==> src/rtl/ccr_if.sv <==
// Control-signal bundle between the execute stage and the condition-code register unit.
// master drives the per-instruction controls; slave is the ccr_unit side.
interface ccr_if;
    logic       i_stall;
    logic       i_flush;
    logic       i_alu_zero;
    logic       i_alu_neg;
    logic       i_alu_carry;
    logic       i_upd_zn;
    logic       i_upd_c;
    logic       i_setc;
    logic       i_clrc;
    logic       i_jmp_check;
    logic [1:0] i_jmp_cond;
    logic       i_save;
    logic       i_restore;
    logic       o_zero_flag;
    logic       o_negative_flag;
    logic       o_carry_flag;
    logic       o_jmp_taken;
    logic       o_stack_empty;
    logic       o_stack_full;
    logic       o_err;

    modport master (
        output i_stall, i_flush, i_alu_zero, i_alu_neg, i_alu_carry,
               i_upd_zn, i_upd_c, i_setc, i_clrc, i_jmp_check, i_jmp_cond,
               i_save, i_restore,
        input  o_zero_flag, o_negative_flag, o_carry_flag, o_jmp_taken,
               o_stack_empty, o_stack_full, o_err
    );

    modport slave (
        input  i_stall, i_flush, i_alu_zero, i_alu_neg, i_alu_carry,
               i_upd_zn, i_upd_c, i_setc, i_clrc, i_jmp_check, i_jmp_cond,
               i_save, i_restore,
        output o_zero_flag, o_negative_flag, o_carry_flag, o_jmp_taken,
               o_stack_empty, o_stack_full, o_err
    );
endinterface

==> src/rtl/ccr_unit.sv <==
// Condition-code register (Z/N/C) with jump resolution and an interrupt save stack.
// Define FLAG_STACK_EN for a 4-deep LIFO save stack; otherwise a single shadow register is used.
module ccr_unit (
    input  logic  i_clk,
    input  logic  i_rst_n,
    ccr_if.slave  bus
);

`ifdef FLAG_STACK_EN
    localparam int DEPTH = 4;
`else
    localparam int DEPTH = 1;
`endif
    localparam int IDX_W = (DEPTH > 1) ? $clog2(DEPTH) : 1;
    localparam int PTR_W = $clog2(DEPTH + 1);

    logic             z_q;
    logic             n_q;
    logic             c_q;
    logic             err_q;
    logic [PTR_W-1:0] sp_q;
    logic [2:0]       stack_q [DEPTH];

    logic             active;
    logic             sel_flag;
    logic             jmp_taken;
    logic             stack_empty;
    logic             stack_full;
    logic [IDX_W-1:0] push_idx;
    logic [IDX_W-1:0] pop_idx;

    // Jump decision uses the flags as registered before this edge, so it is zero latency.
    always_comb begin
        active   = ~bus.i_stall & ~bus.i_flush;
        sel_flag = 1'b1;
        case (bus.i_jmp_cond)
            2'b00:   sel_flag = 1'b1;
            2'b01:   sel_flag = z_q;
            2'b10:   sel_flag = n_q;
            default: sel_flag = c_q;
        endcase
        jmp_taken   = active & bus.i_jmp_check & sel_flag;
        stack_empty = (sp_q == '0);
        stack_full  = (sp_q == PTR_W'(DEPTH));
        push_idx    = sp_q[IDX_W-1:0];
        pop_idx     = push_idx - IDX_W'(1);
    end

    // Restore beats save, and either one suppresses every per-bit flag write in that cycle.
    always_ff @(posedge i_clk or negedge i_rst_n) begin
        if (!i_rst_n) begin
            z_q   <= 1'b0;
            n_q   <= 1'b0;
            c_q   <= 1'b0;
            err_q <= 1'b0;
            sp_q  <= '0;
            for (int i = 0; i < DEPTH; i++) begin
                stack_q[i] <= 3'b000;
            end
        end else if (active) begin
            if (bus.i_restore) begin
                if (stack_empty) begin
                    err_q <= 1'b1;
                end else begin
                    {c_q, n_q, z_q} <= stack_q[pop_idx];
                    sp_q            <= sp_q - PTR_W'(1);
                end
            end else if (bus.i_save) begin
                if (stack_full) begin
                    err_q <= 1'b1;
                end else begin
                    stack_q[push_idx] <= {c_q, n_q, z_q};
                    sp_q              <= sp_q + PTR_W'(1);
                end
            end else begin
                if (bus.i_upd_zn) begin
                    z_q <= bus.i_alu_zero;
                    n_q <= bus.i_alu_neg;
                end else begin
                    if (jmp_taken && bus.i_jmp_cond == 2'b01) begin
                        z_q <= 1'b0;
                    end
                    if (jmp_taken && bus.i_jmp_cond == 2'b10) begin
                        n_q <= 1'b0;
                    end
                end
                if (bus.i_setc) begin
                    c_q <= 1'b1;
                end else if (bus.i_clrc) begin
                    c_q <= 1'b0;
                end else if (bus.i_upd_c) begin
                    c_q <= bus.i_alu_carry;
                end else if (jmp_taken && bus.i_jmp_cond == 2'b11) begin
                    c_q <= 1'b0;
                end
            end
        end
    end

    assign bus.o_zero_flag     = z_q;
    assign bus.o_negative_flag = n_q;
    assign bus.o_carry_flag    = c_q;
    assign bus.o_jmp_taken     = jmp_taken;
    assign bus.o_stack_empty   = stack_empty;
    assign bus.o_stack_full    = stack_full;
    assign bus.o_err           = err_q;

endmodule

==> src/flat_wrapper.sv <==
// flat-port wrapper written by rule: the top's interface ports become plain ports
module ccr_unit_flat 
  (i_clk, i_rst_n, bus_i_stall, bus_i_flush, bus_i_alu_zero, bus_i_alu_neg, bus_i_alu_carry, bus_i_upd_zn, bus_i_upd_c, bus_i_setc, bus_i_clrc, bus_i_jmp_check, bus_i_jmp_cond, bus_i_save, bus_i_restore, bus_o_zero_flag, bus_o_negative_flag, bus_o_carry_flag, bus_o_jmp_taken, bus_o_stack_empty, bus_o_stack_full, bus_o_err);
  ccr_if bus_i ();
  input  logic i_clk;
  input  logic i_rst_n;
  input wire logic [$bits(bus_i.i_stall)-1:0] bus_i_stall;
  input wire logic [$bits(bus_i.i_flush)-1:0] bus_i_flush;
  input wire logic [$bits(bus_i.i_alu_zero)-1:0] bus_i_alu_zero;
  input wire logic [$bits(bus_i.i_alu_neg)-1:0] bus_i_alu_neg;
  input wire logic [$bits(bus_i.i_alu_carry)-1:0] bus_i_alu_carry;
  input wire logic [$bits(bus_i.i_upd_zn)-1:0] bus_i_upd_zn;
  input wire logic [$bits(bus_i.i_upd_c)-1:0] bus_i_upd_c;
  input wire logic [$bits(bus_i.i_setc)-1:0] bus_i_setc;
  input wire logic [$bits(bus_i.i_clrc)-1:0] bus_i_clrc;
  input wire logic [$bits(bus_i.i_jmp_check)-1:0] bus_i_jmp_check;
  input wire logic [$bits(bus_i.i_jmp_cond)-1:0] bus_i_jmp_cond;
  input wire logic [$bits(bus_i.i_save)-1:0] bus_i_save;
  input wire logic [$bits(bus_i.i_restore)-1:0] bus_i_restore;
  output wire logic [$bits(bus_i.o_zero_flag)-1:0] bus_o_zero_flag;
  output wire logic [$bits(bus_i.o_negative_flag)-1:0] bus_o_negative_flag;
  output wire logic [$bits(bus_i.o_carry_flag)-1:0] bus_o_carry_flag;
  output wire logic [$bits(bus_i.o_jmp_taken)-1:0] bus_o_jmp_taken;
  output wire logic [$bits(bus_i.o_stack_empty)-1:0] bus_o_stack_empty;
  output wire logic [$bits(bus_i.o_stack_full)-1:0] bus_o_stack_full;
  output wire logic [$bits(bus_i.o_err)-1:0] bus_o_err;
  assign bus_i.i_stall = bus_i_stall;
  assign bus_i.i_flush = bus_i_flush;
  assign bus_i.i_alu_zero = bus_i_alu_zero;
  assign bus_i.i_alu_neg = bus_i_alu_neg;
  assign bus_i.i_alu_carry = bus_i_alu_carry;
  assign bus_i.i_upd_zn = bus_i_upd_zn;
  assign bus_i.i_upd_c = bus_i_upd_c;
  assign bus_i.i_setc = bus_i_setc;
  assign bus_i.i_clrc = bus_i_clrc;
  assign bus_i.i_jmp_check = bus_i_jmp_check;
  assign bus_i.i_jmp_cond = bus_i_jmp_cond;
  assign bus_i.i_save = bus_i_save;
  assign bus_i.i_restore = bus_i_restore;
  assign bus_o_zero_flag = bus_i.o_zero_flag;
  assign bus_o_negative_flag = bus_i.o_negative_flag;
  assign bus_o_carry_flag = bus_i.o_carry_flag;
  assign bus_o_jmp_taken = bus_i.o_jmp_taken;
  assign bus_o_stack_empty = bus_i.o_stack_empty;
  assign bus_o_stack_full = bus_i.o_stack_full;
  assign bus_o_err = bus_i.o_err;
  ccr_unit u_core (.i_clk(i_clk), .i_rst_n(i_rst_n), .bus(bus_i));
endmodule
==> config.mk <==
export PLATFORM = sky130hd
export DESIGN_NAME = ccr_unit_flat
export DESIGN_NICKNAME = d
export VERILOG_FILES = /design/src/rtl/ccr_if.sv /design/src/rtl/ccr_unit.sv /design/src/flat_wrapper.sv
export SDC_FILE = /design/constraint.sdc
export NUM_CORES = 1
export LEC_CHECK = 0
export ABC_CLOCK_PERIOD_IN_PS = 1800
export BUFFER_PORTS_ARGS = -buffer_cell sky130_fd_sc_hd__buf_2
export CORE_AREA = 10 10 47 49
export CTS_BUF_LIST = sky130_fd_sc_hd__clkbuf_4 sky130_fd_sc_hd__clkbuf_8
export CTS_CLUSTER_DIAMETER = 200
export CTS_CLUSTER_SIZE = 20
export DETAILED_ROUTE_END_ITERATION = 10
export DIE_AREA = 0 0 57 59
export PLACE_DENSITY_LB_ADDON = 0.05
export SLEW_MARGIN = 0
export SYNTH_ARGS = -nofsm -noshare
export SYNTH_HDL_FRONTEND = slang
export SYNTH_SLANG_ARGS = --single-unit
==> constraint.sdc <==
create_clock -name i_clk -period 1.8 [get_ports i_clk]
set_input_delay 0.36 -clock i_clk [delete_from_list [all_inputs] [get_ports i_clk]]
set_output_delay 0.36 -clock i_clk [all_outputs]
set_load 0.03 [all_outputs]
# --- Word level (Yosys, flattened, before mapping) ---
# Cells that the tools add are included.
op_classes:
  bitwise: 7
  mul: 0
  eq_ne: 6
  reduce_logical: 16
  mux: 29
  n_shift: 0
  div: 0
  add_sub_neg: 2
  magnitude_cmp: 3
ops:
  columns: ["operator", "count"]
  rows:
  - ["1-bit 2-to-1 mux", 25]
  - ["4-bit AND reduction", 5]
  - ["3-bit 2-to-1 mux", 2]
  - ["3-bit nonzero test", 2]
  - ["5-bit nonzero test", 1]
  - ["2-bit == test (second input constant)", 2]
  - ["1-bit logical AND", 4]
  - ["2-bit by 1-bit != test with 1-bit output (second input constant)", 2]
  - ["1-bit inverter", 4]
  - ["2-bit nonzero test", 2]
  - ["1-bit AND", 3]
  - ["3-bit bitwise mux", 1]
  - ["1-bit one-hot mux with 3 select lines", 1]
  - ["2-bit by 1-bit == test with 1-bit output (second input constant)", 1]
  - ["2-bit logical NOT", 1]
  - ["1-bit < comparator (second input constant)", 2]
  - ["2-bit != test (second input constant)", 1]
  - ["2-bit AND reduction", 1]
  - ["1-bit adder (second input constant)", 1]
  - ["1-bit greater-or-equal comparator (second input constant)", 1]
  - ["1-bit subtractor (second input constant)", 1]
totals:
  wordCells: 69
  mem_bits_rw: 0
  output_inout_bits: 7
  inputBits: 16
  regBits: 8
  latch_bits: 0
  rom_bits: 0
  memories: 0

# --- Logic depth before layout (Yosys ltp) ---
logic_depth:
  depth_word: 11
  mapped_depth: 5
  ltp_nobuf: 4

# --- Least setup slack after synthesis ---
# Ideal clock, no wire load.
synth_path:
  path_kind: "reg2reg"
  startpoint: "reg u_core.sp_q, in the netlist u_core.bus.o_stack_full"
  endpoint: "reg u_core.c_q, in the netlist u_core.bus.o_carry_flag"
  path_slack_ps: -101
  n_path_buf: 0
  setup_ps: 126
  arrival_time_ps: 1775
  period_less_slack_ps: 1901
  t_required_ps: 1674
  path_stages_with_launch: 5
  cell_sequence: "dfrtp_1 inv_1 ha_1 or3_1 o32a_1"
synth_via:
  elab_chain_len: 2
synth_rtl:
  columns: ["element", "line_no", "source"]
  rows:
  - ["start, declared", "ccr_unit.sv:21", "logic [PTR_W-1:0] sp_q;"]
  - ["start signal, assigned", "ccr_unit.sv:66", "sp_q <= sp_q - PTR_W'(1);"]
  - ["start signal, assigned", "ccr_unit.sv:73", "sp_q <= sp_q + PTR_W'(1);"]
  - ["2-bit by 1-bit != test with 1-bit output (no line)", null, null]
  - ["4-bit AND reduction (no line)", null, null]
  - ["end signal, assigned", "ccr_unit.sv:65", "{c_q, n_q, z_q} <= stack_q[pop_idx];"]
  - ["end signal, assigned", "ccr_unit.sv:92", "c_q <= bus.i_alu_carry;"]
  - ["end, declared", "ccr_unit.sv:19", "logic c_q;"]
# No other way between the ends.
# A chain may end at the register's enable or synchronous reset.

# --- Final worst setup path ---
layout_path:
  startpoint: "reg u_core.z_q, in the netlist u_core.bus.o_zero_flag"
  endpoint: "out bus_o_jmp_taken"
layout_via:
  elab_chain_len: 2
layout_rtl:
  columns: ["element", "line_no", "source"]
  rows:
  - ["start, declared", "ccr_unit.sv:17", "logic z_q;"]
  - ["start signal, assigned", "ccr_unit.sv:65", null]
  - ["start signal, assigned", "ccr_unit.sv:77", "z_q <= bus.i_alu_zero;"]
  - ["1-bit one-hot mux with 3 select lines", "ccr_unit.sv:36", "case (bus.i_jmp_cond)"]
  - ["1-bit AND", "ccr_unit.sv:42", "jmp_taken = active & bus.i_jmp_check & sel_flag;"]
  - ["end, declared", "flat_wrapper.sv:23", "output wire logic [$bits(bus_i.o_jmp_taken)-1:0] bus_o_jmp_taken;"]
# No other way between the ends.

==> summary.md <==
| Metric | Value |
|---|---|
| Commonest non-fill, non-tap cell in the layout | `buf_2` |
| Core footprint | `0.00140 mm²` |
| Worst-path clk slew | `0.05 ns` |
| Area growth, synth to finish | `34.9%` |
| Seq pwr share | `0.408` |
| Pre-Repair DR Iteration Count | `4` |
| Cell area after synthesis | `505 µm²` |
| Lkg Pwr | `0.310 nW` |
| H-tree depth | `1` |
| Die X | `57 µm` |
| Status | `finished clean` |
| Skew final | `0.00155 ns` |
| GRT busiest layer | `met2` |
| Seq/Total Area, Yosys | `0.396` |
| WS Path Type | `flip-flop to output port` |
| Count of final max-slew check failures | `0` |
| Yosys reg bits | `8` |
| Combinational share of power | `0.380` |
| Slew Limit Headroom | `0.716` |
| Final min period | `1.61 ns` |
| CTS tree | `built` |
| Worst EP required | `1.44 ns` |
| Power per cell area | `1060 mW/mm²` |
| Initial Util | `0.361` |
| Gr ovfl total | `0` |
| CP startpoint | `u_core.bus.o_zero_flag$_DFFE_PN0P_` |
| Number of synthesized flops with an enable pin | `0` |
| Die Y | `59 µm` |
| Filler cells | `147` |
| Setup-failing EPs final | `0` |
| Reg-to-reg startpoint | `u_core.bus.o_stack_full$_DFFE_PN0P_` |
| Syn Nets | `68` |
| Number of hold buffers added after cts | `1` |
| CTS Sinks | `8` |
| Share of post-route cells with drive strength above 1 | `0.442` |
| Initial DRC Count | `3` |
| Top FF cell, synth | `dfrtp_1` |
| Final wirelength | `1380 µm` |
| I/O Buffers | `22` |
| Post-CTS Resized | `0` |
| Setup TNS | `0 ns` |
| Final hold vios | `0` |
| Diode count | `0` |
| Ports | `23` |
| Post-CTS setup buffers | `0` |
| Vias post-DR | `491` |
| Drt wl/cell | `14.9 µm` |
| CTS Buf Count | `3` |
| RSZ-0062 raised after global routing | `no` |
| Gpl congestion | `0.731` |
| Worst Path Arrival | `1.25 ns` |
| Slew at the pin with the worst max-slew slack | `0.415 ns` |
| Int Pwr | `460 µW` |
| Clock network power share | `0.213` |
| Tcrit/Tclk final | `0.893` |
| Final Net Count | `96` |
| Commonest cells after routing, fill and taps aside | `22 x buf_2, 7 x dfrtp_1, 4 x clkbuf_4` |
| Vias per inst | `5.28` |
| Number of global-route vias before repair | `522` |
| Mapped Avg Cell Area | `10.1 µm²` |
| Hold path startpoint | `bus_i_save` |
| Crit Path Max Fanout | `5` |
| Hpwl dp | `1170 µm` |
| Synth Instances | `50` |
| Largest net degree at the start of global routing | `9` |
| Hold Crit Class | `input pin to flip-flop` |
| R2R cell count | `4` |
| Die Area | `0.00336 mm²` |
| First-pass GRT wire length | `2230 µm` |
| Max VDD drop | `640 µV` |
| Hold path depth | `3` |
| Met2 Resource Use GR | `0.146` |
| Post-route DRC violation count | `0` |
| Distinct cells, synth | `29` |
| Post-DRT Antenna Nets | `0` |
| Maximum root-to-sink buffer count | `2` |
| Clock Latency Late Sink | `0.24 ns` |
| Hold WS | `0.434 ns` |
| Max-Cap Viols | `0` |
| CP Launch Type | `flip-flop` |
| Critical Path Sink Type | `output port` |
| Switching power | `261 µW` |
| Async SR Flop Fraction | `1.00` |
| Initial antenna violation count | `0` |
| Maximum clock frequency | `622 MHz` |
| Rows | `14` |
| Clock Tree Root | `clkbuf_4` |
| Warnings, synthesis | `0` |
| Sw frac | `0.362` |
| Met3 Use GR | `0.0365` |
| Grt met1 use | `0.0775` |
| GRT Util Overall | `0.0814` |
-- layer usage --
layer / vias to the layer above / wire length (µm)
met5: - / 0
met4: 0 / 6
met1: 224 / 577
met2: 12 / 693
met3: 2 / 106
li1: 253 / -
-- registers in the layout, indices dropped and copies added (netlist names) --
name / cells
u_core.bus.o_carry_flag: 1
u_core.bus.o_err: 1
u_core.bus.o_negative_flag: 1
u_core.bus.o_stack_full: 1
u_core.bus.o_zero_flag: 1
u_core.stack_q: 3
-- cells by family after synthesis --
group / synth area share
mux: 0.106
fa+ha+maj: 0.0495
simple gates: 0.176
flops: 0.396
buf+inv: 0.0421
compound gates: 0.230
-- power by group through the flow --
stage | Clock (mW) | Combinational (mW) | Sequential (mW)
after global placement | 0 | 0.277 | 0.298
final | 0.153 | 0.274 | 0.294
after CTS | 0.160 | 0.278 | 0.294
after detailed placement | 0 | 0.276 | 0.297
after floorplan | 0 | 0.128 | 0.342
after global routing | 0.171 | 0.299 | 0.302
-- cell type report --
class	instances	area, µm²	area share
Multi-Input combinational cell	37	284	0.417
Sequential cell	8	201	0.295
Timing Repair Buffer	25	135	0.198
Clock buffer	4	30.0	0.0440
Tap cell	16	20.0	0.0294
Inverter	3	11.3	0.0165
-- Yosys cell counts, types with 2 or more instances --
cell | instances | share of area
nand2_1 | 3 | 0.022
dfrtp_1 | 8 | 0.40
o311ai_0 | 2 | 0.035
mux2_2 | 3 | 0.067
o31ai_1 | 2 | 0.030
inv_1 | 3 | 0.022
o211ai_1 | 2 | 0.030
a21oi_1 | 3 | 0.030
nor2_1 | 2 | 0.015
ha_1 | 2 | 0.049
mux2i_1 | 2 | 0.040
-- worst max-delay path, stage by stage, from the launching register on --
cell      delay, ns
dfrtp_1        0.43
o311ai_0       0.32
a21oi_1        0.06
buf_2          0.19
-- per-stage QoR --
stage / total power, mW / worst slack [ns] / util / instances / cell area (µm²)
3_5_place_dp: 0.573 / 0.137 / 0.458 / 88 / 642
5_1_grt: 0.771 / 0.0472 / 0.487 / 93 / 682
3_3_place_gp: 0.574 / 0.167 / 0.458 / 88 / 642
6_report: 0.721 / 0.193 / 0.487 / 93 / 682
4_1_cts: 0.732 / 0.188 / 0.487 / 93 / 682
2_1_floorplan: 0.470 / 0.114 / - / 50 / 507
-- worst paths after layout --
kind	endpoint	slack, ns
min	u_core.bus.o_stack_full$_DFFE_PN0P_	0.43
max in group asynchronous	u_core.bus.o_stack_full$_DFFE_PN0P_	1.16
max	bus_o_jmp_taken	0.19
max reg2reg	u_core.bus.o_carry_flag$_DFFE_PN0P_	0.24
min in group asynchronous	u_core.bus.o_zero_flag$_DFFE_PN0P_	0.47
min reg2reg	u_core.bus.o_err$_DFFE_PN0P_	0.47
(Power assumes the default switching activity.)
